--- config.mk ---
export PLATFORM = sky130hd
export DESIGN_NAME = rocket_launch_scheduler
export DESIGN_NICKNAME = d
export VERILOG_FILES = /design/src/rtl/rocket_launch_scheduler.sv
export SDC_FILE = /design/constraint.sdc
export NUM_CORES = 1
export LEC_CHECK = 0
export BUFFER_PORTS_ARGS = -buffer_cell sky130_fd_sc_hd__buf_2
export CORE_MARGIN = 10
export CORE_UTILIZATION = 41
export DETAILED_ROUTE_END_ITERATION = 12
export PLACE_DENSITY = 0.76
export SLEW_MARGIN = 20
export SYNTH_ARGS = -nofsm -noshare
export SYNTH_HDL_FRONTEND = slang
export SYNTH_SLANG_ARGS = --single-unit
--- constraint.sdc ---
create_clock -name clk -period 1.88 [get_ports clk]
set_clock_uncertainty 0.15 [all_clocks]
set_input_delay 0.094 -clock clk [delete_from_list [all_inputs] [get_ports clk]]
set_output_delay 0.094 -clock clk [all_outputs]
set_load 0.05 [all_outputs]
--- src/rtl/rocket_launch_scheduler.sv ---
// Rocket slot pool manager: allocates the lowest free slot on a fire edge, retires
// rockets on hit or when off-screen, and rate-limits firing with a frame cooldown.

module rocket_slot #(
  parameter logic signed [10:0] Y_TOP_LIMIT    = -11'sd32,
  parameter logic signed [10:0] Y_BOTTOM_LIMIT = 11'sd479
) (
  input  logic               clk,
  input  logic               resetN,
  input  logic               set_i,
  input  logic signed [10:0] rocketY_i,
  input  logic               collision_i,
  output logic               active_o
);
  logic active_q, active_d, aged_q, aged_d, retire;

  // aged_q masks the first active cycle, while the controller still shows its stale position
  always_comb begin
    retire   = active_q & aged_q &
               (collision_i | (rocketY_i < Y_TOP_LIMIT) | (rocketY_i > Y_BOTTOM_LIMIT));
    active_d = set_i | (active_q & ~retire);
    aged_d   = active_q & ~retire;
  end

  always_ff @(posedge clk or negedge resetN) begin
    if (!resetN) begin
      active_q <= 1'b0;
      aged_q   <= 1'b0;
    end else begin
      active_q <= active_d;
      aged_q   <= aged_d;
    end
  end

  assign active_o = active_q;
endmodule

module rocket_launch_scheduler #(
  parameter int                 NUM_ROCKETS     = 4,
  parameter int                 COOLDOWN_FRAMES = 8,
  parameter logic signed [8:0]  ROCKET_SPEED    = 9'sh100,
  parameter logic signed [10:0] Y_TOP_LIMIT     = -11'sd32,
  parameter logic signed [10:0] Y_BOTTOM_LIMIT  = 11'sd479
) (
  input  logic                     clk,
  input  logic                     resetN,
  input  logic                     startOfFrame_i,
  input  logic                     fireReq_i,
  input  logic signed [10:0]       shooterX_i,
  input  logic signed [10:0]       shooterY_i,
  input  logic [11*NUM_ROCKETS-1:0] rocketY_i,
  input  logic [NUM_ROCKETS-1:0]   collision_i,
  output logic [NUM_ROCKETS-1:0]   isActive_o,
  output logic signed [10:0]       launchX_o,
  output logic signed [10:0]       launchY_o,
  output logic signed [8:0]        launchSpeed_o,
  output logic                     fireDropped_o,
  output logic [3:0]               activeCount_o
);
  localparam int CW = (COOLDOWN_FRAMES > 1) ? $clog2(COOLDOWN_FRAMES + 1) : 1;

  typedef enum logic [1:0] {IDLE, LAUNCH, COOLDOWN} state_t;

  typedef struct packed {
    logic signed [10:0] x;
    logic signed [10:0] y;
    logic signed [8:0]  speed;
  } launch_t;

  state_t                 state_q, state_d;
  launch_t                launch_q, launch_d;
  logic [CW-1:0]          cd_q, cd_d;
  logic [NUM_ROCKETS-1:0] pick_q, pick_d, pick, set_vec, active;
  logic                   fire_q, drop_q, drop_d, req, found;
  logic [3:0]             count_q, count_d;

  assign req = fireReq_i & ~fire_q;

  always_comb begin
    pick  = '0;
    found = 1'b0;
    for (int i = 0; i < NUM_ROCKETS; i++) begin
      if (!active[i] && !found) begin
        pick[i] = 1'b1;
        found   = 1'b1;
      end
    end
  end

  always_comb begin
    count_d = '0;
    for (int i = 0; i < NUM_ROCKETS; i++) count_d = count_d + {3'b000, active[i]};
  end

  always_comb begin
    state_d  = state_q;
    launch_d = launch_q;
    cd_d     = cd_q;
    pick_d   = pick_q;
    drop_d   = 1'b0;
    set_vec  = '0;
    case (state_q)
      IDLE: begin
        if (req) begin
          if (found) begin
            pick_d   = pick;
            launch_d = '{x: shooterX_i, y: shooterY_i, speed: ROCKET_SPEED};
            state_d  = LAUNCH;
          end else begin
            drop_d = 1'b1;
          end
        end
      end
      LAUNCH: begin
        set_vec = pick_q;
        cd_d    = CW'(COOLDOWN_FRAMES);
        state_d = (COOLDOWN_FRAMES == 0) ? IDLE : COOLDOWN;
      end
      COOLDOWN: begin
        if (req) drop_d = 1'b1;
        if (startOfFrame_i) begin
          cd_d = cd_q - CW'(1);
          if (cd_q <= CW'(1)) state_d = IDLE;
        end
      end
      default: state_d = IDLE;
    endcase
  end

  always_ff @(posedge clk or negedge resetN) begin
    if (!resetN) begin
      state_q  <= IDLE;
      launch_q <= '0;
      cd_q     <= '0;
      pick_q   <= '0;
      fire_q   <= 1'b0;
      drop_q   <= 1'b0;
      count_q  <= '0;
    end else begin
      state_q  <= state_d;
      launch_q <= launch_d;
      cd_q     <= cd_d;
      pick_q   <= pick_d;
      fire_q   <= fireReq_i;
      drop_q   <= drop_d;
      count_q  <= count_d;
    end
  end

  for (genvar g = 0; g < NUM_ROCKETS; g++) begin : g_slot
    rocket_slot #(
      .Y_TOP_LIMIT   (Y_TOP_LIMIT),
      .Y_BOTTOM_LIMIT(Y_BOTTOM_LIMIT)
    ) u_slot (
      .clk        (clk),
      .resetN     (resetN),
      .set_i      (set_vec[g]),
      .rocketY_i  (rocketY_i[11*g +: 11]),
      .collision_i(collision_i[g]),
      .active_o   (active[g])
    );
  end

  assign isActive_o    = active;
  assign launchX_o     = launch_q.x;
  assign launchY_o     = launch_q.y;
  assign launchSpeed_o = launch_q.speed;
  assign fireDropped_o = drop_q;
  assign activeCount_o = count_q;
endmodule

# [Word-level counts from Yosys, hierarchy flattened]
# Cells that the tools add are included.
[totals] reg_bits=47 inputBits=74
[op_classes] add_sub_neg=4 n_lt_le_gt_ge=9 eq_ne=6 n_mux=19 n_bitwise=30 reduce_logical=13
[ops] operator="11-bit by 10-bit > comparator with 1-bit output (second input constant)" n=4
[ops] operator="11-bit by 6-bit less-than comparator with 1-bit output (second input constant)" n=4
[ops] operator="1-bit AND" n=13
[ops] operator="1-bit bitwise OR" n=12
[ops] operator="1-bit 2-to-1 mux" n=10
[ops] operator="2-bit 2-to-1 mux" n=4
[ops] operator="4-bit 2-to-1 mux" n=2
[ops] operator="2-bit inequality test (second input constant)" n=4
[ops] operator="4-bit one-hot mux with 2 select lines" n=1
[ops] operator="2-bit one-hot mux with 3 select lines" n=1
[ops] operator="1-bit logical NOT" n=5
[ops] operator="1-bit NOT" n=5
[ops] operator="3-bit by 1-bit adder with 4-bit output" n=1
[ops] operator="4-bit by 1-bit less-or-equal comparator with 1-bit output (second input constant)" n=1
[ops] operator="4-bit AND reduction" n=1
[ops] operator="4-bit by 1-bit subtractor with 4-bit output (second input constant)" n=1
[ops] operator="2-bit by 1-bit adder with 3-bit output" n=1
[ops] operator="1-bit logical AND" n=3
[ops] operator="3-bit AND reduction" n=1
[ops] operator="1-bit by 1-bit adder with 2-bit output" n=1
[ops] operator="2-bit by 1-bit == test with 1-bit output (second input constant)" n=1
[ops] operator="2-bit == test (second input constant)" n=1
[ops] operator="2-bit logical NOT" n=1
[ops] operator="1-bit one-hot mux with 2 select lines" n=1
[ops] operator="2 further kinds" n=2

# [Longest topological paths before layout]
# Gate-level depths: netlist of the first run.
[logic_depth] word_depth=12 mapped_depth=6 ltp_nobuf=5

# [Cells and area by module]
# Synthesis of the first run repeated with hierarchy kept, for this count alone.
[unflattened] cells_unflattened=172 area_unflattened_um2=2237.1
[modules_own_cells] mod="rocket_launch_scheduler" instances=1 cells_each=132 area_each_um2=1791.7 seq_area_each_um2=950.9
[modules_own_cells] mod="rocket_slot" instances=4 cells_each=10 area_each_um2=111.4 seq_area_each_um2=50.0

# [Least setup slack after synthesis of the first run]
# OpenSTA, ideal clock, no wires.
[synth_timing] kind="register to register" from="register state_q[0]" to="register launch_q (netlist bit launchX_o[0])" setup_ns=0.125 t_arrival_ns=1.557 required_ns=1.605 setup_slack_ns=0.048 path_stages_with_launch=6 path_buffers=2 path_cell_list="dfrtp_1 or3b_4 nand3b_4 buf_6 buf_8 mux2_4"
[synth_via] elab_chain_cells=2
[synth_lines] element="start, declared" line="70" source="state_t state_q, state_d;"
[synth_lines] element="start signal, assigned" line="140" source="state_q <= state_d;"
[synth_lines] element="2-bit logical NOT" line="102" source="case (state_q)"
[synth_lines] element="3-bit AND reduction (no source line)"
[synth_lines] element="end signal, assigned" line="141" source="launch_q <= launch_d;"
[synth_lines] element="end, declared" line="71" source="launch_t launch_q, launch_d;"
# No other way between the ends.
# A chain may end at the register's enable or synchronous reset.

# [Worst setup path in the final report of the first run]
[layout_timing] from="input fireReq_i" to="register launch_q (netlist bit launchX_o[0])"
[layout_via] elab_chain_cells=2
[layout_lines] element="start, declared" line="48" source="input logic fireReq_i,"
[layout_lines] element="1-bit AND" line="77" source="assign req = fireReq_i & ~fire_q;"
[layout_lines] element="3-bit AND reduction (no source line)"
# No other way between the ends.

==> results.cfg, run 1 <==
[power_and_ir_drop]
p_sw_w = 0.002266
p_comb_share_pct = 51.7
p_seq_share_pct = 33.4
p_clk_share_pct = 14.9
p_per_area_mw_per_mm2 = 1619
ir_worst_vdd_mv = 0.9238
p_leak_nw = 1.613
switching_share_pct = 45.96
intPower_w = 0.002664
p_total_w = 0.004930

[floorplan]
core_sq_mm = 0.005172
die_area_sq_mm = 0.008722
row_count = 26
ios = 114
die_x_microns = 93.39
initial_utilization_pct = 42.69
dieHeight_microns = 93.39

[worst_setup_path]
crit_path_cell_trace = dlygate4sd3_1, buf_2, or3b_4, nand3b_4, buf_12, mux2_4
arrival_ns = 1.85
worst_path_max_delay_cell = dlygate4sd3_1
path_class = in -> reg
cp-end-kind = register
cp-startpoint = fireReq_i
critPathLaunchType = input pin
critPathMaxFanout = 22
worst_ep_required_time_ns = 1.91
timing.rr.start = g_slot[1].u_slot.active_o
max_stage_delay_ns = 0.55
reg2reg_depth = 5
crit_family = buffers and inverters
critPathBufInv = 3
path_depth = 6

[cts]
clkTransAtPathRegs_ns = 0.09
h-tree-depth = 2
cts-root-buf = clkbuf_8
cts_resized = 0
clkLatencyLatePin_ns = 0.30
clock-sinks = 46
clockBufferDepth = 2
cts_tree = done
cts_buffers = 5

[placement]
io_buffer_count = 84
dpl_cell_area_sq_mm = 0.002693
place_hpwl_mm = 3.971
place_congestion = 0.8208

[yosys]
ys_seq_elements = 46
avgSynthCellArea_sq_um = 12.99
syn_inst = 170
synth.area.top_cells = dfrtp_1 52%, mux2_4 12%, buf_4 4.4%
ys.warnings.count = 0
ys_types = 31
synthesis.area_sq_mm = 0.002208
synth_edf_count = 0
yosys-top-cells-count = 46 x dfrtp_1, 17 x mux2_4, 13 x buf_4
synth.most_common_cell = dfrtp_1
ys_seq_area_share_pct = 52.12
synth_ff_type = dfrtp_1
synth_top_area_share_pct = 52.12
yosysTopAreaCell = dfrtp_1
synthArstFlopShare_pct = 100.0

[sta]
slew_headroom_pct = 64.02
max_freq_mhz = 549.1
timing.final.crit_share_pct = 96.87
finalHoldViolCount = 0
slew_viol_final = 0
max_slew.worst_pin.slew_ns = 0.5397
rsz0062_at_grt = no
fin_setup_tns_ns = 0
final-setup-viol-count = 0
period_minus_slack_ns = 1.821
whs_ns = 0.01128

[finish]
area_delta_synth_final_pct = 37.90
antennaDiodeCount = 0
design_area_sq_mm = 0.003045
nets = 365
drive_above_1_share_pct = 44.21

[hold_path]
hold_path_class = in -> reg
hp-start = rocketY_i[7]
hold_depth = 4

[global_routing]
busiest_layer = met2
grt_overflow_total = 0
met3_usage_pct = 3.757
grt_max_degree = 25
grtUsageTotal_pct = 12.35
grtUsageMet2_pct = 20.36
use_met1_pct = 14.56
grt_pass1_vias = 1779
grt_antenna_before_repair = 0
grt_pass1_wl_mm = 8.687

[route]
wl_per_cell_microns = 14.74
vias = 1659
postRouteAntennaNets = 0
drt_iter0_drc = 52
first_pass_iters = 4
totalWireLength_mm = 5.232
via_per_inst = 4.673
remaining_drc_errors = 0

[status]
status = completed

[flow_run]
drv_cap = 0
[cells in the final DEF (no fill, tap or decap), types with 3 or more instances in the layout]
cell type and count:
nand2_1 5, conb_1 9, mux2_4 17, buf_4 6
nand2b_1 3, nor2_1 4, dlygate4sd3_1 24, o21ai_0 8
a21oi_1 5, o211ai_1 5, mux2i_1 4, and4b_1 5
mux2_2 7, nand4_1 4, dfrtp_1 46, inv_1 11
nor4b_1 6, ha_1 6, buf_2 84, clkbuf_8 5
nand3_1 3
[state kept, by name, indices dropped and copies added (netlist names)]
register,cells
activeCount_o,3
cd_q,4
fireDropped_o,1
fire_q,1
g_slot.u_slot.active_o,4
g_slot.u_slot.aged_q,4
launchSpeed_o,1
launchX_o,11
launchY_o,11
pick_q,4
state_q,2
[logic make-up (layout without fill, tap and decap cells)]
kind of cell             Yosys count  after routing  synth area share, %
other                              1              9               0.1698
multiplexers                      28             28                16.94
buffers and inverters             28            135                8.158
AO/OA/AOI/OAI                     22             22                6.119
flip-flops                        46             46                52.12
AND/OR/NAND/NOR                   38             38                12.18
adder cells (fa/ha/maj)            7              7                4.306
[worst paths after layout]
check | end | slack, ns
max | launchX_o[0] | 0.06
min | g_slot[0].u_slot.aged_q | 0.01
max reg2reg | activeCount_o[1] | 0.11
min reg2reg | g_slot[1].u_slot.active_o | 0.32
max in group asynchronous | launchY_o[5] | 0.91
min in group asynchronous | cd_q[1] | 0.16
[final cells by class]
type	instances	area [sq um]
Clock buffer	5	68.82
Clock inverter	3	43.79
Fill cell	431	2127
Inverter	11	41.29
Multi-Input combinational cell	104	907.1
Sequential cell	46	1151
Tap cell	70	87.58
Timing Repair Buffer	116	745.7
[worst register-to-register path, cell delays in order (launching register included)]
cell and delay (ns):
dfrtp_1 0.41, inv_1 0.11, fa_1 0.51, inv_1 0.04
ha_1 0.17, ha_1 0.27
[per-stage QoR]
step | utilization [%] | setup slack, ns | cells
after floorplan | - | 0.04762 | 178
after global placement | 52.06 | 0.1308 | 323
after detailed placement | 52.06 | 0.1000 | 323
after CTS | 58.88 | 0.07558 | 355
after global routing | 58.88 | 0.01018 | 355
final | 58.88 | 0.05891 | 355
[timing repair]
item,4_1_cts,5_1_grt
hold endpoints to repair,45,0
hold buffers,24,0
setup buffers,0,0
[metal layers]
| layer | part of all wire (%) | up-vias | wire length, microns |
|---|---|---|---|
| met1 | 41 | 791 | 2160 |
| met4 | 1.5 | 0 | 77 |
| li1 | - | 802 | - |
| met5 | 0 | - | 0 |
| met2 | 51 | 54 | 2681 |
| met3 | 6.0 | 12 | 313 |
[power by group through the flow]
stage	combinational (W)	clock (W)	sequential, W
floorplan	0.00101	0	0.00259
CTS	0.00258	0.000766	0.00164
finish	0.00255	0.000736	0.00164
global route	0.00273	0.000825	0.00169
detailed placement	0.00254	0	0.00166
global placement	0.00250	0	0.00163
Power figures use the tool's default switching activity.
==> run 2, diff against run 1 <==
Settings changed: CORE_UTILIZATION 41 to 45, PLACE_DENSITY 0.76 to 0.79, SYNTH_HIERARCHICAL set to 1.
Clock period 1.88 ns to 1.9 ns, I/O delays scaled along.
==> results.cfg, run 2 <==
[worst_setup_path]
path_class = reg -> reg
reg2reg_depth = 5
critPathMaxFanout = 7
critPathLaunchType = register
cp_common_cell = ha_1
max_stage_delay_ns = 0.54
worst_path_max_delay_cell = fa_1
worst_ep_required_time_ns = 1.95
cp-end-kind = register
crit_path_cell_trace = inv_2, fa_1, inv_1, ha_1, ha_1
arrival_ns = 1.83

[yosys]
syn_inst = 172
ys_seq_elements = 46
yosys-top-cells-count = 46 x dfrtp_1, 18 x mux2_4, 17 x inv_1
synth.area.top_cells = dfrtp_1 51%, mux2_4 12%, mux2_2 3.5%
synthArstFlopShare_pct = 100.0
yosysTopAreaCell = dfrtp_1
synth_ff_type = dfrtp_1
ys_types = 33
synth_top_area_share_pct = 51.45
synthesis.area_sq_mm = 0.002237
avgSynthCellArea_sq_um = 13.01
synth_edf_count = 0
ys.warnings.count = 6
synth.most_common_cell = dfrtp_1
ys_seq_area_share_pct = 51.45

[power_and_ir_drop]
switching_share_pct = 47.64
ir_worst_vdd_mv = 1.170
p_leak_nw = 1.578
p_sw_w = 0.002316
p_comb_share_pct = 52.4
p_seq_share_pct = 34.9
p_total_w = 0.004860
p_per_area_mw_per_mm2 = 1569
intPower_w = 0.002545
p_clk_share_pct = 12.8

[finish]
fill_cells = 391
nets = 368
antennaDiodeCount = 0
drive_above_1_share_pct = 47.57
area_delta_synth_final_pct = 38.48
layout_commonest_cell = buf_2
final_cell_mix = 84 x buf_2, 42 x dfrtp_1, 24 x dlygate4sd3_1, 18 x mux2_4, 15 x inv_1
multiInputGateArea_sq_um = 977.2
utilization_pct = 64.73
regArea_sq_mm = 0.001156

[global_routing]
grt_pass1_vias = 1785
grtUsageTotal_pct = 12.45
grt_pass1_wl_mm = 8.542
grt_antenna_before_repair = 0
grt_overflow_total = 0
grt_max_degree = 26

[cts]
clockBufferDepth = 2
cts_hold_buf = 24
cts-root-buf = clkbuf_8
clkLatencyLatePin_ns = 0.30
cts_tree = done
clock-sinks = 46
clkTransAtPathRegs_ns = 0.09
cts_buffers = 5
cts_resized = 0
postCtsSetupRepairBufs = 0
h-tree-depth = 2

[sta]
slew_viol_final = 0
max_freq_mhz = 561.3
period_minus_slack_ns = 1.782
slew_headroom_pct = 60.47
max_slew.worst_pin.slew_ns = 0.5930
fin_setup_tns_ns = 0
timing.final.crit_share_pct = 93.77
finalHoldViolCount = 0
rsz0062_at_grt = no
final-setup-viol-count = 0

[hold_path]
hold_depth = 4
hold_path_class = in -> reg

[route]
first_pass_iters = 4
wl_per_cell_microns = 14.44
remaining_drc_errors = 0
totalWireLength_mm = 5.127
via_per_inst = 4.631
drt_iter0_drc = 37
vias = 1644
postRouteAntennaNets = 0

[floorplan]
initial_utilization_pct = 46.75
core_sq_mm = 0.004786
ios = 114
die_area_sq_mm = 0.008192
row_count = 25
dieHeight_microns = 90.51
die_x_microns = 90.51

[placement]
place_hpwl_mm = 3.862
place_congestion = 0.7631
io_buffer_count = 84

[flow_run]
drv_cap = 0

[status]
status = completed
==> run 2: cell count changes after synthesis, sizes merged, moves of 3 or more <==
| cell | change |
|---|---|
| nor2 | -3 |
| nor2b | +3 |
| buf | -5 |
| nand2 | -3 |
| and2 | +3 |
| inv | +6 |
==> run 2: routing by layer <==
metal  share of wire (%)  track usage (%)  up-vias
li1                    -                -      808
met1                  40            14.00      779
met2                  51            20.61       50
met3                 8.3            5.985        7
met4                0.84            3.183        0
met5                   0                0        -
==> run 2: through the flow <==
stage / hold slack (ns) / instance area [sq um] / worst slack, ns / std cells
after CTS: 0.006063 / 3098 / 0.1034 / 355
after detailed placement: -0.008627 / 2764 / 0.1102 / 323
after global routing: 0.01269 / 3098 / 0.05973 / 355
after global placement: -0.02409 / 2764 / 0.1477 / 323
after floorplan: -0.3506 / 2295 / 0.002862 / 180
final: 0.007420 / 3098 / 0.1183 / 355
==> run 2: final cells by class <==
| class | instances | area share, % |
|---|---|---|
| Sequential cell | 46 | 37.32 |
| Tap cell | 67 | 2.706 |
| Clock inverter | 3 | 0.8078 |
| Inverter | 17 | 2.060 |
| Timing Repair Buffer | 113 | 23.34 |
| Multi-Input combinational cell | 104 | 31.54 |
| Clock buffer | 5 | 2.221 |
==> run 2: cells by family after synthesis <==
logic type                 share of synthesized area, %
DFF                                               51.45
buffers and inverters                             7.215
and+or+nand+nor                                   13.65
other                                            0.1676
adders and majority gates                         4.251
muxes                                             17.39
AOI/OAI and AO/OA                                 5.872
==> run 2: path summary, 6_finish.rpt <==
check,from,endpoint,slack [ns]
worst max-delay path,g_slot[0].u_slot/active_o,activeCount_o[1],0.12
worst min-delay path,rocketY_i[40],g_slot[3].u_slot/aged_q,0.007
worst max register to register,g_slot[0].u_slot/active_o,activeCount_o[1],0.12
worst min register to register,g_slot[1].u_slot/aged_q,g_slot[1].u_slot/aged_q,0.31
max in group asynchronous,resetN,g_slot[0].u_slot/active_o,0.89
min in group asynchronous,resetN,pick_q[2],0.18
==> run 2: power groups by stage <==
stage	clock network [W]	logic, W	registers, W
3_3_place_gp	0	0.00248	0.00168
6_report	0.000620	0.00255	0.00170
5_1_grt	0.000687	0.00273	0.00175
2_1_floorplan	0	0.000892	0.00273
4_1_cts	0.000646	0.00258	0.00169
3_5_place_dp	0	0.00254	0.00170
==> run 2: critical path, delay by kind of cell, from the launching register on <==
family	cells	cell delay (ns)
buf+inv	2	0.11
fa+ha+maj	3	0.97
flops	1	0.45
